===== src/rtl/ahb_pkg.sv =====
`default_nettype none
// ============================================================================
// Module   : ahb_pkg
// Brief    : Shared encodings and types for the AHB request arbiter.
// Revision : 1.0
// ============================================================================
package ahb_pkg;

    localparam logic [1:0] INSTR_IDLE  = 2'b00;
    localparam logic [1:0] INSTR_READ  = 2'b01;
    localparam logic [1:0] INSTR_WRITE = 2'b10;

    typedef enum logic [1:0] {
        IDLE  = 2'd0,
        ISSUE = 2'd1,
        WAIT  = 2'd2
    } state_t;

    typedef enum logic {
        OWN_READ  = 1'b0,
        OWN_WRITE = 1'b1
    } owner_t;

endpackage
`default_nettype wire


===== src/rtl/ahb_req_arbiter_rr_arb2.sv =====
`default_nettype none
// ============================================================================
// Module   : rr_arb2
// Brief    : Two-input round-robin grant; contested requests go to the side
//            that did not win the previous grant.
// Revision : 1.0
// ============================================================================
module rr_arb2
    import ahb_pkg::*;
(
    input  logic   HCLK,
    input  logic   HRESET,
    input  logic   i_req_rd,
    input  logic   i_req_wr,
    input  logic   i_update,
    output logic   o_valid,
    output owner_t o_owner
);

    owner_t r_last_grant;

    always_comb begin
        o_valid = i_req_rd | i_req_wr;
        o_owner = OWN_WRITE;
        if (i_req_rd && i_req_wr) begin
            if (r_last_grant == OWN_WRITE) begin
                o_owner = OWN_READ;
            end else begin
                o_owner = OWN_WRITE;
            end
        end else if (i_req_rd) begin
            o_owner = OWN_READ;
        end
    end

    // Reset to WRITE so the first contested grant favours the read side.
    always_ff @(posedge HCLK or negedge HRESET) begin
        if (!HRESET) begin
            r_last_grant <= OWN_WRITE;
        end else if (i_update && o_valid) begin
            r_last_grant <= o_owner;
        end
    end

endmodule
`default_nettype wire


===== src/rtl/ahb_req_arbiter.sv =====
`default_nettype none
// ============================================================================
// Module   : ahb_req_arbiter
// Brief    : Shares the AHB master command port between the pixel fetch
//            (read) and writeback (write) units, one transaction at a time.
// Revision : 1.0
// ============================================================================
module ahb_req_arbiter
    import ahb_pkg::*;
#(
    parameter int MIN_WAIT = 2,
    parameter int TIMEOUT  = 64,
    parameter int CNT_W    = 7
) (
    input  logic       HCLK,
    input  logic       HRESET,
    input  logic       rd_req,
    input  logic [7:0] rd_addr,
    output logic       rd_ack,
    output logic       rd_done,
    output logic [7:0] rd_data,
    input  logic       wr_req,
    input  logic [7:0] wr_addr,
    input  logic [7:0] wr_data,
    output logic       wr_ack,
    output logic       wr_done,
    output logic       err,
    output logic [1:0] instruction,
    output logic [7:0] addr_r,
    output logic [7:0] addr_w,
    output logic [7:0] data_w,
    input  logic [7:0] data_r,
    input  logic       busy
);

    localparam logic [CNT_W-1:0] c_min_wait = CNT_W'(MIN_WAIT);
    localparam logic [CNT_W-1:0] c_timeout  = CNT_W'(TIMEOUT);

    state_t           r_state, w_state;
    owner_t           r_owner, w_owner;
    logic [CNT_W-1:0] r_wait_cnt, w_wait_cnt;

    logic       w_grant_valid;
    owner_t     w_grant_owner;
    logic       w_rd_ack, w_rd_done, w_wr_ack, w_wr_done, w_err;
    logic [7:0] w_rd_data, w_addr_r, w_addr_w, w_data_w;
    logic [1:0] w_instruction;

    rr_arb2 u_rr_arb2 (
        .HCLK     (HCLK),
        .HRESET   (HRESET),
        .i_req_rd (rd_req),
        .i_req_wr (wr_req),
        .i_update (r_state == IDLE),
        .o_valid  (w_grant_valid),
        .o_owner  (w_grant_owner)
    );

    always_ff @(posedge HCLK or negedge HRESET) begin
        if (!HRESET) begin
            r_state <= IDLE;
        end else begin
            r_state <= w_state;
        end
    end

    always_comb begin
        w_state       = r_state;
        w_owner       = r_owner;
        w_wait_cnt    = r_wait_cnt;
        w_rd_ack      = 1'b0;
        w_rd_done     = 1'b0;
        w_wr_ack      = 1'b0;
        w_wr_done     = 1'b0;
        w_err         = 1'b0;
        w_rd_data     = rd_data;
        w_instruction = instruction;
        w_addr_r      = addr_r;
        w_addr_w      = addr_w;
        w_data_w      = data_w;

        case (r_state)
            IDLE: begin
                w_instruction = INSTR_IDLE;
                if (w_grant_valid) begin
                    w_state    = ISSUE;
                    w_owner    = w_grant_owner;
                    w_wait_cnt = '0;
                    if (w_grant_owner == OWN_READ) begin
                        w_rd_ack      = 1'b1;
                        w_instruction = INSTR_READ;
                        w_addr_r      = rd_addr;
                    end else begin
                        w_wr_ack      = 1'b1;
                        w_instruction = INSTR_WRITE;
                        w_addr_w      = wr_addr;
                        w_data_w      = wr_data;
                    end
                end
            end
            ISSUE: begin
                // The counter reads 1 in the first WAIT cycle: it counts WAIT cycles.
                w_state    = WAIT;
                w_wait_cnt = r_wait_cnt + 1'b1;
            end
            WAIT: begin
                if ((r_wait_cnt >= c_min_wait) && !busy) begin
                    w_state       = IDLE;
                    w_instruction = INSTR_IDLE;
                    if (r_owner == OWN_READ) begin
                        w_rd_done = 1'b1;
                        w_rd_data = data_r;
                    end else begin
                        w_wr_done = 1'b1;
                    end
                end else if (r_wait_cnt == c_timeout) begin
                    w_state       = IDLE;
                    w_instruction = INSTR_IDLE;
                    w_err         = 1'b1;
                    if (r_owner == OWN_READ) begin
                        w_rd_done = 1'b1;
                    end else begin
                        w_wr_done = 1'b1;
                    end
                end else begin
                    w_wait_cnt = r_wait_cnt + 1'b1;
                end
            end
            default: begin
                w_state       = IDLE;
                w_instruction = INSTR_IDLE;
            end
        endcase
    end

    always_ff @(posedge HCLK or negedge HRESET) begin
        if (!HRESET) begin
            r_owner     <= OWN_WRITE;
            r_wait_cnt  <= '0;
            rd_ack      <= 1'b0;
            rd_done     <= 1'b0;
            rd_data     <= 8'h00;
            wr_ack      <= 1'b0;
            wr_done     <= 1'b0;
            err         <= 1'b0;
            instruction <= INSTR_IDLE;
            addr_r      <= 8'h00;
            addr_w      <= 8'h00;
            data_w      <= 8'h00;
        end else begin
            r_owner     <= w_owner;
            r_wait_cnt  <= w_wait_cnt;
            rd_ack      <= w_rd_ack;
            rd_done     <= w_rd_done;
            rd_data     <= w_rd_data;
            wr_ack      <= w_wr_ack;
            wr_done     <= w_wr_done;
            err         <= w_err;
            instruction <= w_instruction;
            addr_r      <= w_addr_r;
            addr_w      <= w_addr_w;
            data_w      <= w_data_w;
        end
    end

endmodule
`default_nettype wire


===== config.mk =====
export PLATFORM = sky130hd
export DESIGN_NAME = ahb_req_arbiter
export DESIGN_NICKNAME = d
export VERILOG_FILES = /design/src/rtl/ahb_pkg.sv /design/src/rtl/ahb_req_arbiter_rr_arb2.sv /design/src/rtl/ahb_req_arbiter.sv
export SDC_FILE = /design/constraint.sdc
export NUM_CORES = 1
export LEC_CHECK = 0
export BUFFER_PORTS_ARGS = -buffer_cell sky130_fd_sc_hd__buf_2
export CAP_MARGIN = 20
export CORE_MARGIN = 3
export CORE_UTILIZATION = 49
export CTS_CLUSTER_DIAMETER = 200
export DETAILED_ROUTE_END_ITERATION = 12
export PLACE_DENSITY = 0.79
export SETUP_SLACK_MARGIN = 0.3
export SYNTH_ARGS = -nofsm -noshare
export SYNTH_HDL_FRONTEND = slang
export SYNTH_SLANG_ARGS = --single-unit

===== constraint.sdc =====
create_clock -name HCLK -period 2.75 [get_ports HCLK]
set_clock_uncertainty 0.05 [all_clocks]
set_input_delay 0.4125 -clock HCLK [delete_from_list [all_inputs] [get_ports HCLK]]
set_output_delay 0.4125 -clock HCLK [all_outputs]
set_load 0.01 [all_outputs]

==> metrics.md, run 1 <==
| Metric | Value |
|---|---|
| Post-CTS Setup Bufs | `0` |
| IO Pins | `76` |
| Final Hold Fails | `0` |
| Via count | `1530` |
| Max Clk Rate | `around 470 MHz` |
| Leak pwr | `1.33 nW` |
| Placed cell areas | `~0.0026 mm2` |
| CP max-delay cell | `dfrtp_1` |
| Vias/cell | `roughly 5.3` |
| Synth top area share | `0.552` |
| Final GP Congestion | `roughly 0.78` |
| Worst-margin pin slew | `about 550 ps` |
| Max Slew Vio Count | `0` |
| Core Region | `approximately 0.0041 mm2` |
| TNS Setup | `0 ps` |
| Worst endpoint data arrival time | `~2300 ps` |
| Vias in the first global route | `between 1500 and 2000` |
| RSZ-0062 raised after global routing | `no` |
| Yosys warns | `0` |
| # hold bufs at CTS | `0` |
| Startpoint types | `flip-flop` |
| Critical-path cell list | `inv_1 > ha_1 > and3_4 > a211o_4 > or2_1 > o311ai_2` |
| Worst hold path type | `in -> async` |
| #FFs+latches synth | `about 50` |
| Share of cells above drive strength 1 | `0.550` |
| Worst r2r path cells | `6` |
| DRT Pass-1 Iters | `4` |
| First-pass GRT wire length | `roughly 7200 um` |
| Largest cells by area after synthesis | `dfrtp_1 55%, mux2_2 18%, ha_1 4.6%, o21ai_0 2.3%, nand3b_1 1.7%` |
| Htree depth | `2` |
| Post-CTS sizing | `0` |
| Drt first-iter violations | `41` |
| Cell Count, Final, Fillers Out | `290` |
| Fillers | `333` |
| Crit-path max FO | `10` |
| Antenna Cells | `0` |
| Final Cell Area | `approximately 0.0027 mm2` |
| Post-layout power | `~2.8 mW` |
| Leading area contributor after synthesis | `dfrtp_1` |
| Post-synth EDFFs | `0` |
| Worst slew margin | `0.632` |
| Inst Count DP | `about 280` |
| Total Routed Length | `approximately 4400 um` |
| Die width | `slightly above 70 um` |
| Dpl hpwl | `3370 um` |
| Num CTS Buffers | `5` |
| Routed Antenna Nets | `0` |
| Count leader, synth | `dfrtp_1` |
| Clk_lat worst skew | `roughly 300 ps` |
| DRC | `0` |
| Row cnt | `23` |
| Die Height | `just over 70 um` |
| Number of port buffers | `75` |
| Largest net degree at the start of global routing | `26` |
| Finished Core Util | `0.647` |
| Peak VDD IR | `around 470 uV` |
| Syn_nets | `between 200 and 250` |
| Cell variety after synth | `32` |
| Max_cap viols | `0` |
| Final critical-path share of the clock period | `0.773` |
| Setup crit end kind | `flip-flop` |
| Gate Count Post-Synth | `159` |
| Status | `complete, no violations` |
| CTS sink cnt | `a little under 50` |
| Post-synth top cells | `48 x dfrtp_1, 35 x mux2_2, 10 x o21ai_0, 9 x nand2_1, 8 x ha_1` |
| FF+latch area | `about 0.0012 mm2` |
| WP data required | `between 2000 and 3000 ps` |
| Mean routed wirelength per cell | `about 15 um` |
| Initial antenna violation count | `0` |
| Syn_area_per_cell | `13.7 um2` |
| Bufs on Longest Clock Path | `2` |
| Register area share after synthesis | `0.564` |
| Root Buffer | `clkbuf_8` |
| Final worst path period need | `approximately 2100 ps` |
| Die area | `roughly 0.0053 mm2` |
| Pwr Density | `roughly 1000 mW/mm2` |
| Tot GR Track Use | `0.178` |
| Post-Syn Area | `roughly 0.0022 mm2` |
| Setup Viol. Count Final | `0` |
| Reg clk slew, reported paths | `about 90 ps` |
| Area of the multi-input gates | `about 900 um2` |
| CP peak stage delay | `around 400 ps` |
| CTS tree | `done` |
| Area Growth Syn to Fin | `23.4%` |
| Initial core utilization | `0.525` |
| GR Overflow Total | `0` |
| Crit path kind | `reg -> reg` |
| Most frequently used flop master after synthesis | `dfrtp_1` |
| Ys async rst share | `1.00` |
| Nets | `284` |
## registers in the layout (all words and copies together) (netlist names)
name / flops
r_owner: 1
addr_r: 8
wr_done: 1
instruction: 2
rd_ack: 1
addr_w: 8
err: 1
rd_data: 8
wr_ack: 1
rd_done: 1
r_state: 2
r_wait_cnt: 7
data_w: 8
## critical path: cells and delay by family (launching register included)
kind,cells,cell delay [ps]
adders and majority gates,1,300
and+or+nand+nor,2,530
DFF,1,400
buffers and inverters,1,90
AOI/OAI and AO/OA,2,650
## routing by layer
metal  GRT usage  wire length, um  share of wire
met1       0.193             1710           0.39
met2       0.312             2240           0.51
met3      0.0510              331          0.076
met4      0.0963               91          0.021
met5           0                0              0
## cells in the final DEF (no fill, tap or decap), types with 2 or more instances in the layout
master,netlist,final
mux2_2,35,35
inv_1,5,5
ha_1,8,8
and3_2,2,2
o221ai_1,3,3
nand3_1,3,3
nor2_1,2,2
clkinv_2,0,2
dfrtp_1,48,48
nand2_1,9,9
a31oi_1,3,3
buf_4,0,2
nand3b_1,5,5
buf_2,1,75
and3_1,3,3
o21ai_0,10,10
nor3b_1,2,2
a21oi_2,3,3
clkbuf_8,0,5
## cell families (layout without fill, tap and decap cells)
family | after synthesis | in the layout | synth area share
adders and majority gates | 8 | 8 | 0.0460
AOI/OAI and AO/OA | 25 | 25 | 0.0846
and+or+nand+nor | 33 | 33 | 0.101
buffers and inverters | 9 | 90 | 0.0230
DFF | 49 | 49 | 0.564
muxes | 35 | 35 | 0.181
## power by group
group	internal [mW]	switching, mW
Combinational	0.587	0.602
Clock	0.176	0.233
Sequential	1.03	0.173
Total	1.79	1.01
## final timing paths
check                                            start  slack (ps)                   endpoint
worst max-delay path            r_state[0]$_DFFE_PN0P_         630  r_wait_cnt[6]$_DFFE_PN0P_
worst min-delay path                            HRESET          40      data_w[4]$_DFFE_PN0P_
worst max register to register  r_state[0]$_DFFE_PN0P_         630  r_wait_cnt[6]$_DFFE_PN0P_
worst min register to register   addr_w[2]$_DFFE_PN0P_         460      addr_w[2]$_DFFE_PN0P_
max in group asynchronous                       HRESET        1880     rd_data[5]$_DFFE_PN0P_
min in group HCLK                           wr_addr[1]         290      addr_w[1]$_DFFE_PN0P_
## through the flow
| step | setup slack (ps) | hold slack (ps) |
|---|---|---|
| global route | 476 | 83.6 |
| finish | 625 | 40.4 |
| detailed placement | 635 | 383 |
| floorplan | 733 | 66.9 |
| global placement | 705 | 374 |
| CTS | 625 | 54.1 |
## area by class of cell
class                   instances  share of cell area
clock buffers                   5              0.0257
repair buffers                 77               0.146
well taps                      50              0.0233
clock inverters                 3             0.00653
flip-flops and latches         49               0.458
inverters                       5             0.00700
multi-input cells             101               0.334
Power figures use the tool's default switching activity.
==> run 2: changes to the inputs <==
clock period = 2.1 ns   (was 2.75 ns; I/O delays follow)
==> run 2 against run 1 <==
Net effect: fmax is 17% higher; sequential share of layout area is 4.0 points lower; sequential cell count stayed put; worst setup slack worse by 350 ps; combinational power is 61% higher; critical endpoint is now rd_data[3]$_DFFE_PN0P_; largest cell class unchanged; largest power group is now combinational cells; highest routed layer unchanged.
==> metrics.md, run 2 (same netlist as run 1, synthesis figures left out) <==
| Metric | Value |
|---|---|
| Status | `complete, no violations` |
| Crit path kind | `reg -> reg` |
| Total Routed Length | `4650 um (+6.4%)` |
| Most frequent cells in the layout | `75 x buf_2, 46 x dfrtp_1, 35 x mux2_2, 14 x buf_4, 9 x nand2_1` |
| Sw Pwr | `1.45 mW (+44%)` |
| Core Region | `0.00414 mm2 (unchanged)` |
| Finished Core Util | `0.711 (+0.0640)` |
| Row cnt | `23 (unchanged)` |
| Largest net degree at the start of global routing | `50 (+92%)` |
| Share of cells above drive strength 1 | `0.626 (+0.0765)` |
| Hold Path End | `rd_data[7]$_DFFE_PN0P_` |
| Worst slew margin | `0.728 (+0.0968)` |
| Number of port buffers | `75 (unchanged)` |
| Worst R2R Setup Slack | `280 ps (-350 ps)` |
| Final Hold Fails | `0 (unchanged)` |
| Nets | `301 (+6.0%)` |
| Leak pwr | `1.44 nW (+8.0%)` |
| Final GP Congestion | `0.810 (+4.5%)` |
| Dpl hpwl | `2970 um (-12%)` |
| CP peak stage delay | `400 ps (about the same)` |
| Routed Antenna Nets | `0 (unchanged)` |
| Clock power share | `0.169 (+0.023)` |
| Max_cap viols | `0 (unchanged)` |
| Worst-margin pin slew | `407 ps (-146 ps)` |
| Vias in the first global route | `1522 (-5.5%)` |
| Bufs on Longest Clock Path | `2 (unchanged)` |
| DRT Pass-1 Iters | `4 (unchanged)` |
| Worst endpoint data arrival time | `1970 ps (-310 ps)` |
| Peak VDD IR | `591 uV (+26%)` |
| Worst r2r path cells | `7 (+1)` |
| Initial antenna violation count | `0 (unchanged)` |
| Die area | `0.00527 mm2 (unchanged)` |
| Initial core utilization | `0.525 (unchanged)` |
| Tot GR Track Use | `0.182 (+0.00394)` |
| Final worst-path setup slack | `279 ps (-346 ps)` |
| Final worst path period need | `1820 ps (-304 ps)` |
| RSZ-0062 raised after global routing | `yes` |
| Worst hold path type | `in -> reg` |
| Die Height | `72.6 um (unchanged)` |
| Reg clk slew, reported paths | `90 ps (about the same)` |
| Max Slew Vio Count | `0 (unchanged)` |
| Drt first-iter violations | `120 (+190%)` |
| Final hold slack | `179 ps (+138 ps)` |
| Hold path depth | `2` |
| Die width | `72.6 um (unchanged)` |
| Vias/cell | `5.31 (+0.64%)` |
| Crit-path max FO | `8 (-2)` |
| Final critical-path share of the clock period | `0.867 (+0.0944)` |
| Mean routed wirelength per cell | `15.1 um (+0.49%)` |
| CP max-delay cell | `dfrtp_1` |
| Via count | `1630 (+6.5%)` |
| CTS sink cnt | `49 (unchanged)` |
| Clk_lat worst skew | `310 ps (about the same)` |
| Area Growth Syn to Fin | `35.6%` |
| Pwr Density | `1420 mW/mm2 (+36%)` |
| IO Pins | `76 (unchanged)` |
| Antenna Cells | `0 (unchanged)` |
| DRC | `0 (unchanged)` |
| Max Clk Rate | `549 MHz (+17%)` |
| First-pass GRT wire length | `7200 um (about the same)` |
| Hold_sp | `data_r[7]` |
| Setup crit end kind | `flip-flop` |
| R2r startpoint | `r_wait_cnt[0]$_DFFE_PN0P_` |
| Root Buffer | `clkbuf_8` |
| Fillers | `280 (-16%)` |
| CTS tree | `done` |
| R2r endpoint | `rd_data[3]$_DFFE_PN0P_` |
| Reg power frac | `0.374 (-0.055)` |
| Htree depth | `2 (unchanged)` |
| Int Pwr | `2.72 mW (+52%)` |
| TNS Setup | `0 ps (unchanged)` |
| Num CTS Buffers | `5 (unchanged)` |
| Critical-path cell list | `inv_2 > ha_2 > nor3_2 > a21o_1 > nor3b_4 > buf_12 > mux2_2` |
| Startpoint types | `flip-flop` |
| Worst slack at placement | `121 ps (-514 ps)` |
| Setup Viol. Count Final | `0 (unchanged)` |
| Combinational group share of total power | `0.457 (+0.032)` |
| WP data required | `2250 ps (-660 ps)` |
| GR Overflow Total | `0 (unchanged)` |
| Net Sw Frac | `0.348 (-0.0123)` |
| Most common cell after layout, fill and taps aside | `buf_2` |
-- run 2: metrics by stage --
step	instance area, um2	total power, mW	cells
floorplan	2190	2.63	159
global placement	2640	3.14	283
detailed placement	2640	3.20	283
CTS	2910	4.12	306
global route	2950	4.44	307
finish	2950	4.17	307
-- run 2: power by group through the flow --
stage	clock (mW)	sequential, mW	combinational [mW]
detailed placement	0	1.59	1.61
global placement	0	1.58	1.57
CTS	0.722	1.56	1.84
finish	0.706	1.56	1.91
floorplan	0	1.75	0.878
global route	0.756	1.61	2.07
-- run 2: timing repair --
item                       CTS  global route
hold endpoints to repair    48             0
setup endpoints to repair   26            45
pin swaps                    6             2
gates resized for setup      8            15
buffers inserted            14             1
hold buffers                 1             0
-- run 2: final cells by class --
type                    count  area, um2  share of cell area
repair buffers             94        553               0.188
flip-flops and latches     49       1230               0.417
well taps                  50       62.6              0.0212
inverters                   5       18.8             0.00637
clock inverters             2       37.5              0.0127
multi-input cells         101        963               0.327
clock buffers               6       82.6              0.0280
-- run 2: how the worst max path moves through the flow --
stage | start | endpoint
6_report | r_wait_cnt[0]$_DFFE_PN0P_ | rd_data[3]$_DFFE_PN0P_
3_3_place_gp | r_wait_cnt[5]$_DFFE_PN0P_ | instruction[0]$_DFFE_PN0P_
5_1_grt | r_wait_cnt[5]$_DFFE_PN0P_ | r_state[1]$_DFFE_PN0P_
2_1_floorplan | r_state[0]$_DFFE_PN0P_ | r_wait_cnt[6]$_DFFE_PN0P_
4_1_cts | r_state[1]$_DFFE_PN0P_ | r_wait_cnt[6]$_DFFE_PN0P_
3_5_place_dp | r_wait_cnt[5]$_DFFE_PN0P_ | instruction[0]$_DFFE_PN0P_
-- run 2: worst max-delay path, delay by kind of cell (launching register included) --
family / cells / cell delay [ps]
compound gates: 1 / 240
mux: 1 / 330
simple gates: 2 / 300
flops: 1 / 400
buf+inv: 2 / 240
fa+ha+maj: 1 / 170
-- run 2: metal layers --
layer	wire length [um]	up-vias	GRT usage	part of all wire
li1	-	770	-	-
met1	1930	789	0.227	0.41
met2	2260	57	0.283	0.49
met3	336	14	0.0523	0.072
met4	127	0	0.105	0.027
met5	0	-	0	0
==> run 3: changes to the inputs <==
REMOVE_ABC_BUFFERS = 1   (was unset)
==> run 3 against run 2 <==
Net effect: worst setup slack got worse by 24 ps; clock power decreased by 22%; critical path depth decreased by 1; design area increased by 0.93%; hold slack improved by 3.6 ps; non-clock buffer count increased by 1; critical path type unchanged; highest routed layer unchanged.
==> metrics.md, run 3 (same netlist as run 1, synthesis figures left out) <==
| Metric | Value |
|---|---|
| Max_cap viols | `0 (unchanged)` |
| Antenna Cells | `0 (unchanged)` |
| Final worst path period need | `1840 ps (+23.7 ps)` |
| Initial antenna violation count | `0 (unchanged)` |
| Worst hold path type | `in -> reg` |
| Leak pwr | `1.44 nW (+0.24%)` |
| Drt first-iter violations | `102 (-15%)` |
| Startpoint types | `flip-flop` |
| Max Slew Vio Count | `0 (unchanged)` |
| Worst-margin pin slew | `457 ps (+50.6 ps)` |
| RSZ-0062 raised after global routing | `yes` |
| Final GP Congestion | `0.787 (-2.9%)` |
| Max Clk Rate | `542 MHz (-1.3%)` |
| Mean routed wirelength per cell | `16.1 um (+6.0%)` |
| First-pass GRT wire length | `7560 um (+4.9%)` |
| Status | `complete, no violations` |
| R2r startpoint | `r_state[1]$_DFFE_PN0P_` |
| Num CTS Buffers | `5 (unchanged)` |
| Core Region | `0.00414 mm2 (unchanged)` |
| GR Overflow Total | `0 (unchanged)` |
| Die area | `0.00527 mm2 (unchanged)` |
| WP data required | `2250 ps (about the same)` |
| Most frequent cells in the layout | `75 x buf_2, 46 x dfrtp_1, 27 x mux2_2, 16 x buf_4, 9 x nand2_1` |
| Peak VDD IR | `639 uV (+8.1%)` |
| Critical path launch point | `r_state[1]$_DFFE_PN0P_` |
| Routed Antenna Nets | `0 (unchanged)` |
| IO Pins | `76 (unchanged)` |
| Die Height | `72.6 um (unchanged)` |
| Crit-path max FO | `7 (-1)` |
| Area Growth Syn to Fin | `36.8%` |
| Worst slew margin | `0.695 (-0.0331)` |
| Inst Count DP | `284 (+0.35%)` |
| Final critical-path share of the clock period | `0.878 (+0.0113)` |
| Share of cells above drive strength 1 | `0.651 (+0.0247)` |
| Largest net degree at the start of global routing | `32 (-36%)` |
| Dpl hpwl | `3250 um (+9.6%)` |
| Row cnt | `23 (unchanged)` |
| Final Cell Area | `0.00298 mm2 (+0.93%)` |
| Final Hold Fails | `0 (unchanged)` |
| Number of port buffers | `75 (unchanged)` |
| Pwr Density | `1370 mW/mm2 (-3.2%)` |
| Vias in the first global route | `1630 (+7.1%)` |
| Hold_sp | `wr_data[7]` |
| Most common cell after layout, fill and taps aside | `buf_2` |
| Clk_lat worst skew | `310 ps (about the same)` |
| Cell Count, Final, Fillers Out | `308 (+0.33%)` |
| Vias/cell | `5.32 (+0.16%)` |
| CTS tree | `done` |
| Reg clk slew, reported paths | `90 ps (about the same)` |
| Tot GR Track Use | `0.186 (+0.00426)` |
| Root Buffer | `clkbuf_8` |
| Placed cell areas | `0.00262 mm2 (-0.47%)` |
| Htree depth | `2 (unchanged)` |
| Total Routed Length | `4950 um (+6.4%)` |
| CTS sink cnt | `49 (unchanged)` |
| Setup crit end kind | `flip-flop` |
| Initial core utilization | `0.525 (unchanged)` |
| Nets | `302 (+0.33%)` |
| DRC | `0 (unchanged)` |
| TNS Setup | `0 ps (unchanged)` |
| Bufs on Longest Clock Path | `2 (unchanged)` |
| Via count | `1638 (+0.49%)` |
| Setup Viol. Count Final | `0 (unchanged)` |
| Worst endpoint data arrival time | `2000 ps (+30 ps)` |
| Post-layout power | `4.08 mW (-2.3%)` |
| DRT Pass-1 Iters | `4 (unchanged)` |
| Crit path kind | `reg -> reg` |
| Die width | `72.6 um (unchanged)` |
==> run 3: changes by cell type in the layout (fill, tap and decap cells not counted), moves of 2 or more <==
cell     delta
o21ai_2     +2
buf_4       +2
mux2_2      -8
mux2_4      +8
o21ai_1     -6
o21ai_0     +4
==> run 3: worst max-delay path, cell delays in order (launching register included) <==
cell and delay (ps):
dfrtp_1 420, buf_4 150, buf_4 130, ha_2 170, a211o_4 310, or2_4 280
o311ai_4 230
==> run 3: area by class of cell <==
class                      instances  area (um2)
clock buffer                       6        72.6
fill                             298        1170
clock inverter                     2        15.0
timing repair buffer              95         557
sequential                        49        1230
multi-input combinational        101        1020
inverter                           5        18.8
tap                               50        62.6
==> run 3: repair_timing <==
action	4_1_cts	5_1_grt
hold endpoints to repair	18	0
endpoints found under the setup margin	28	36
pin swaps	8	4
gates resized for setup	15	22
hold buffers	1	0
buffers inserted	14	1
==> run 3: metal layers <==
metal  share of wire  track usage  wire length [um]  vias up
met1            0.39        0.212              1930      798
met4           0.021       0.0840               104        0
met5               0            0                 0        -
met2            0.52        0.329              2580       63
met3           0.068       0.0455               338       11
li1                -            -                 -      766
==> run 3: worst paths after layout <==
kind | end | slack (ps) | cells after the start
worst max-delay path | r_wait_cnt[6]$_DFFE_PN0P_ | 260 | 6
worst min-delay path | data_w[7]$_DFFE_PN0P_ | 180 | 2
worst max register to register | r_wait_cnt[6]$_DFFE_PN0P_ | 260 | 6
worst min register to register | addr_r[6]$_DFFE_PN0P_ | 460 | 1
max in group asynchronous | r_owner$_DFFE_PN1P_ | 1000 | 3
min in group asynchronous | rd_data[1]$_DFFE_PN0P_ | 430 | 2
==> run 3: per-stage QoR <==
| stage | setup WS (ps) | utilization | hold WS (ps) |
|---|---|---|---|
| floorplan | 145 | - | -30.6 |
| global placement | 129 | 0.633 | 241 |
| detailed placement | 98.7 | 0.633 | 243 |
| CTS | 293 | 0.697 | 183 |
| global route | 133 | 0.718 | 182 |
| finish | 256 | 0.718 | 182 |
==> run 3: report_power, final <==
part	total (mW)	internal (mW)	switching, mW	leakage [nW]
Sequential	1.58	1.35	0.231	0.607
Clock	0.552	0.235	0.317	0.0374
Combinational	1.95	1.01	0.935	0.797
Total	4.08	2.60	1.48	1.44
